[src/rtl/sync_load_up_counter_pkg.sv]
// Shared constants and helpers for sync_load_up_counter.
// max_count() gives the all-ones terminal value used by the tc decode and the bench.
package sync_load_up_counter_pkg;

  localparam int unsigned DEFAULT_WIDTH       = 32'd4;
  localparam logic [31:0] DEFAULT_RESET_VALUE = 32'd0;

  function automatic logic [31:0] max_count(input int unsigned width);
    logic [31:0] ones_s;
    if (width >= 32'd32) begin
      ones_s = 32'hFFFF_FFFF;
    end else begin
      ones_s = (32'd1 << width) - 32'd1;
    end
    return ones_s;
  endfunction

endpackage

[src/rtl/sync_load_up_counter.sv]
// Free-running up counter with synchronous parallel load and asynchronous reset.
// Define SYNC_LOAD_UP_COUNTER_TC_EN to add the terminal-count output tc.
module sync_load_up_counter
  import sync_load_up_counter_pkg::*;
#(
  parameter int unsigned WIDTH       = DEFAULT_WIDTH,
  parameter logic [31:0] RESET_VALUE = DEFAULT_RESET_VALUE
) (
  input  logic             clk,
  input  logic             rst,
  input  logic             load,
  input  logic [WIDTH-1:0] d_in,
  output logic [WIDTH-1:0] count
`ifdef SYNC_LOAD_UP_COUNTER_TC_EN
  ,
  output logic             tc
`endif
);

  localparam logic [WIDTH-1:0] RST_VAL = RESET_VALUE[WIDTH-1:0];
  localparam logic [WIDTH-1:0] ONE     = WIDTH'(1);

  logic [WIDTH-1:0] count_r;

  // Counter register: reset dominates, then load, otherwise wrap-around increment.
  always_ff @(posedge clk or posedge rst) begin
    if (rst) begin
      count_r <= RST_VAL;
    end else if (load) begin
      count_r <= d_in;
    end else begin
      count_r <= count_r + ONE;
    end
  end

  assign count = count_r;

`ifdef SYNC_LOAD_UP_COUNTER_TC_EN
  localparam logic [WIDTH-1:0] MAX_COUNT = WIDTH'(max_count(WIDTH));

  // Decoded from the register only, so tc never depends on load or d_in.
  assign tc = (count_r == MAX_COUNT);
`endif

endmodule

[config.mk]
export PLATFORM = sky130hd
export DESIGN_NAME = sync_load_up_counter
export DESIGN_NICKNAME = d
export VERILOG_FILES = /design/src/rtl/sync_load_up_counter_pkg.sv /design/src/rtl/sync_load_up_counter.sv
export SDC_FILE = /design/constraint.sdc
export NUM_CORES = 1
export LEC_CHECK = 0
export CORE_AREA = 2 2 39 41
export DETAILED_ROUTE_END_ITERATION = 12
export DIE_AREA = 0 0 41 43
export PLACE_DENSITY_LB_ADDON = 0.1
export SLEW_MARGIN = 20
export SYNTH_ARGS = -nofsm -noshare
export SYNTH_HDL_FRONTEND = slang
export SYNTH_SLANG_ARGS = --single-unit
[constraint.sdc]
create_clock -name clk -period 1.25 [get_ports clk]
set_clock_uncertainty 0.1 [all_clocks]
set_input_delay 0.125 -clock clk [delete_from_list [all_inputs] [get_ports clk]]
set_output_delay 0.125 -clock clk [all_outputs]
set_load 0.03 [all_outputs]
==> results of run 1 <==
-- worst max-delay path, cell delays in order, from the launching register on --
cell and delay [ns]:
dfrtp_2 0.41, ha_1 0.28, mux2_2 0.25
-- metrics by stage --
| stage | power, mW | worst slack, ns | hold slack, ns | utilization, % | cells |
|---|---|---|---|---|---|
| after floorplan | 0.243 | 0.0118 | -0.209 | - | 16 |
| after global placement | 0.306 | 0.0796 | 0.232 | 21.4 | 43 |
| after detailed placement | 0.306 | 0.0778 | 0.230 | 21.4 | 43 |
| after CTS | 0.495 | 0.0848 | 0.348 | 24.1 | 48 |
| after global routing | 0.526 | 0.0567 | 0.365 | 24.1 | 48 |
| final | 0.482 | 0.0893 | 0.352 | 24.1 | 48 |
-- layout make-up --
cell class                 instances  share of cell area [%]
clock buffer                       4                    7.89
timing repair buffer              12                    32.3
sequential                         4                    30.8
inverter                           1                    1.13
tap                               16                    6.02
multi-input combinational         11                    21.8
-- worst max path at each step --
stage,slack [ns],to,start,depth (start not counted)
floorplan,0.01,count[1],count[0],2
global route,0.06,count[1],count[0],2
finish,0.09,count[1],count[0],2
global placement,0.08,count[1],load,2
detailed placement,0.08,count[1],load,2
CTS,0.08,count[1],count[0],2
-- layer usage --
metal  track usage [%]  wire length [um]  part of all wire, %
met1              7.47               159                   41
met3              9.42                69                   18
met2              6.56               159                   41
met4              2.00                 0                    0
met5                 0                 0                    0
-- layout by cell type, fill, tap and decap left out, drive strengths merged --
master | netlist | layout
o21ai | 3 | 3
xnor2 | 1 | 1
dlygate4sd3 | 0 | 1
clkbuf | 0 | 4
ha | 1 | 1
mux2 | 1 | 1
dfrtp | 4 | 4
xor2 | 1 | 1
nand3 | 1 | 1
clkdlybuf4s50 | 0 | 6
nand2 | 3 | 3
inv | 1 | 1
buf | 0 | 5
-- logic make-up after synthesis --
| kind of cell | share of synthesized area, % |
|---|---|
| mux | 6.38 |
| buf+inv | 2.13 |
| xor+xnor | 9.93 |
| fa+ha+maj | 7.09 |
| flops | 56.7 |
| simple gates | 9.22 |
| compound gates | 8.51 |
-- power by group --
part           total, mW  switching (mW)  internal, mW
sequential         0.168          0.0170         0.151
clock              0.178          0.0581         0.120
combinational      0.135          0.0682        0.0668
==> results.toml, run 1 <==
[setup_path]
end_kind = "flop"
cp-start-kind = "flop"
r2r_end = "count[1]"
r2r_setup_slack_ns = 0.09
cp_max_fo = 4
cp_data_required_time_ns = 1.27
r2r-start = "count[0]"
cp.arrival_ns = 1.18
r2r_cells = 2
crit_type = "reg2reg"

[cts]
clk_path_buf_depth = 2
clock-root-buffer = "clkbuf_4"
clk_pin_slew_ns = 0.04
numCtsBuffers = 3
htreeDepth = 1
clock-sinks = 4
cts_resized = 0
clk-insertion-delay-late_ns = 0.24
postCtsSetupRepairBufs = 0
cts_tree = "done"
cts_hold_buffers = 1

[place]
gp_congestion = 0.637
place_area_um2 = 297
port_buffers = 10

[sta]
tns_ns = 0
drv_slew = 0
max_slew_margin_pct = 90.9
finalCriticalPeriod_ns = 1.16
clock.fmax_mhz = 862
hold_viol_final = 0
tightest_slew_ns = 0.135
setup_viol = 0
grt_setup_unrepaired = "no"
period_share_pct = 92.9

[final_layout]
nets = 41
multiInputGateArea_um2 = 72.6
seq_area_um2 = 103
antenna-diode-count = 0
layout-drive-gt1-share_pct = 34.4
area_growth_pct = 88.7
nFillCells = 153
largest_reg_flops = 4
final_area_um2 = 333

[synth]
synth_cell_types = 10
synth-seq-area-share_pct = 56.7
synthFlopType = "dfrtp_1"
synthTopCellsByArea = "dfrtp_1, ha_1, mux2_2, nand2_1, o21ai_0"
synth_top_area_cell = "dfrtp_1"
synth_async_sr_flop_share_pct = 100
synth_common_cells = "dfrtp_1, nand2_1, o21ai_0"
synth.most_common_cell = "dfrtp_1"
syn_area_um2 = 176
synth_edf_count = 0
syn_area_per_cell_um2 = 11.0
yosys.area.top_type_share_pct = 56.7
synthesis.nets = 24
ys_ff_latch = 4
netlist_instances = 16
synth_warnings = 0

[route]
drc_errors = 0
ant_nets = 0
vias_per_cell = 3.52
vias = 169
firstDrtPassIters = 1
drt_iter0_drc = 0
routed_wirelength_um = 388
wl_per_cell_um = 8.08

[status]
status = "completed"

[global_route]
grt_util_all_layers_pct = 6.55
grt_pass1_wl_um = 634
first_global_vias = 161
grt-ovfl-total = 0
grt_max_degree = 7
antenna_found_initial = 0

[power_and_ir_drop]
p_leak_nw = 0.146
cellPowerDensity_nw_per_um2 = 1450
peakVddDrop_v = 0.000777

[floorplan]
initial_core_util_pct = 12.7
chipHeight_um = 43
num_rows = 14
dieWidth_um = 41
core_area_um2 = 1380
boundaryPins = 11
dieArea_um2 = 1760

[min_path]
whs_path_depth = 3
min_from = "d_in[3]"
hold_end = "count[3]"
hp-class = "in2reg"

[flow_run]
drv_cap = 0
No activity file was read; power rests on OpenSTA's default activity.
==> run 2: changes to the inputs <==
--- a/config.mk
+++ b/config.mk
@@ -9,7 +9,7 @@
 export DETAILED_ROUTE_END_ITERATION = 12
 export DIE_AREA = 0 0 41 43
 export PLACE_DENSITY_LB_ADDON = 0.1
-export SLEW_MARGIN = 20
+export SLEW_MARGIN = 25
 export SYNTH_ARGS = -nofsm -noshare
 export SYNTH_HDL_FRONTEND = slang
 export SYNTH_SLANG_ARGS = --single-unit
==> constraint.sdc (replaced) <==
create_clock -name clk -period 1.38 [get_ports clk]
set_clock_uncertainty 0.1 [all_clocks]
set_input_delay 0.138 -clock clk [delete_from_list [all_inputs] [get_ports clk]]
set_output_delay 0.138 -clock clk [all_outputs]
set_load 0.03 [all_outputs]
==> results.toml, run 2 (synthesized netlist as in run 1, its figures left out) <==
[status]
status = "completed"

[cts]
clk-insertion-delay-late_ns = 0.23
clk_pin_slew_ns = 0.04
clock-sinks = 4
clk_path_buf_depth = 2
clock-root-buffer = "clkbuf_4"
postCtsSetupRepairBufs = 0
htreeDepth = 1
numCtsBuffers = 3
cts_tree = "done"

[setup_path]
cp_data_required_time_ns = 1.14
crit_end = "count[0]"
r2r_setup_slack_ns = 0.21
cp_max_fo = 4
crit_type = "reg2out"
path_depth = 1
cp.arrival_ns = 1.03
path_cells = "dlygate4sd2_1"
cp-start-kind = "flop"
end_kind = "primary output"
crit_family = "buffers and inverters"
cp-startpoint = "count[0]"
r2r_cells = 2
cp_slowest_stage_delay_ns = 0.42
cp.buffers_inverters = 1
critPathSlowestCell = "dlygate4sd2_1"
r2r-start = "count[0]"
r2r_end = "count[1]"

[global_route]
grt_pass1_wl_um = 738
antenna_found_initial = 0
grt-ovfl-total = 0
first_global_vias = 196
grt_max_degree = 7
grt_util_all_layers_pct = 6.85

[sta]
holdWs_ns = 0.377
grt_setup_unrepaired = "no"
tightest_slew_ns = 0.307
fin_ws_ns = 0.109
setup_viol = 0
clock.fmax_mhz = 787
hold_viol_final = 0
drv_slew = 0
period_share_pct = 92.1
max_slew_margin_pct = 79.6
finalCriticalPeriod_ns = 1.27
tns_ns = 0

[route]
ant_nets = 0
drc_errors = 0
drt_iter0_drc = 3
vias_per_cell = 3.77
wl_per_cell_um = 8.98
firstDrtPassIters = 2
vias = 177
routed_wirelength_um = 422

[place]
gp_congestion = 0.688
port_buffers = 10
pre_cts_slack_ns = 0.0753
place_inst = 43
place_area_um2 = 304

[floorplan]
chipHeight_um = 43
dieWidth_um = 41
num_rows = 14
dieArea_um2 = 1760
initial_core_util_pct = 12.7
boundaryPins = 11
core_area_um2 = 1380

[power_and_ir_drop]
p_leak_nw = 0.150
power.total_mw = 0.415
cellPowerDensity_nw_per_um2 = 1250
peakVddDrop_v = 0.000334

[final_layout]
layout-drive-gt1-share_pct = 16.1
final_cell_mix = "clkdlybuf4s50_1, dfrtp_1, dlygate4sd2_1"
nFillCells = 163
largest_reg_flops = 4
antenna-diode-count = 0
fin_util_pct = 24.0
multiInputGateArea_um2 = 72.6
area_growth_pct = 87.9
nets = 41
mostFrequentLayoutCell = "clkdlybuf4s50_1"
seq_area_um2 = 100
final_area_um2 = 332
instances_no_fill = 47

[flow_run]
drv_cap = 0

[min_path]
hp-class = "in2reg"
## run 2: cell types whose count changed in the layout (fill, tap and decap cells not counted)
cell / previous run / this run
dfrtp_1: 2 / 4
clkbuf_1: 1 / 0
dfrtp_2: 2 / 0
dlygate4sd2_1: 0 / 4
buf_4: 5 / 1
## run 2: layer usage
layer	track usage (%)	routed length (um)	up-vias
li1	-	-	85
met1	6.82	185	83
met2	9.06	192	7
met3	3.14	38	2
met4	8.00	6	0
met5	0	0	-
## run 2: layout make-up
class                      instances  share of cell area (%)
tap                               16                    6.04
sequential                         4                    30.2
multi-input combinational         11                    21.9
clock buffer                       3                    6.79
inverter                           1                    1.13
timing repair buffer              12                    34.0
## run 2: how the worst min path moves through the flow
stage | cells past startpoint | from | endpoint
detailed placement | 2 | rst | count[3]
finish | 3 | d_in[3] | count[3]
floorplan | 1 | rst | count[0]
CTS | 3 | d_in[3] | count[3]
global route | 3 | d_in[2] | count[2]
global placement | 2 | rst | count[3]
## run 2: what timing repair did
action                                  4_1_cts  5_1_grt
hold buffers                                  1        0
endpoints found under the setup margin        4        0
endpoints found under the hold margin         4        0
resized for setup                             4        0
## run 2: power breakdown
part	switching, mW	total (mW)	internal [mW]	leakage [nW]
Combinational	0.0631	0.119	0.0555	0.0883
Sequential	0.0140	0.150	0.136	0.0477
Clock	0.0493	0.147	0.0974	0.0138
Total	0.126	0.415	0.289	0.150
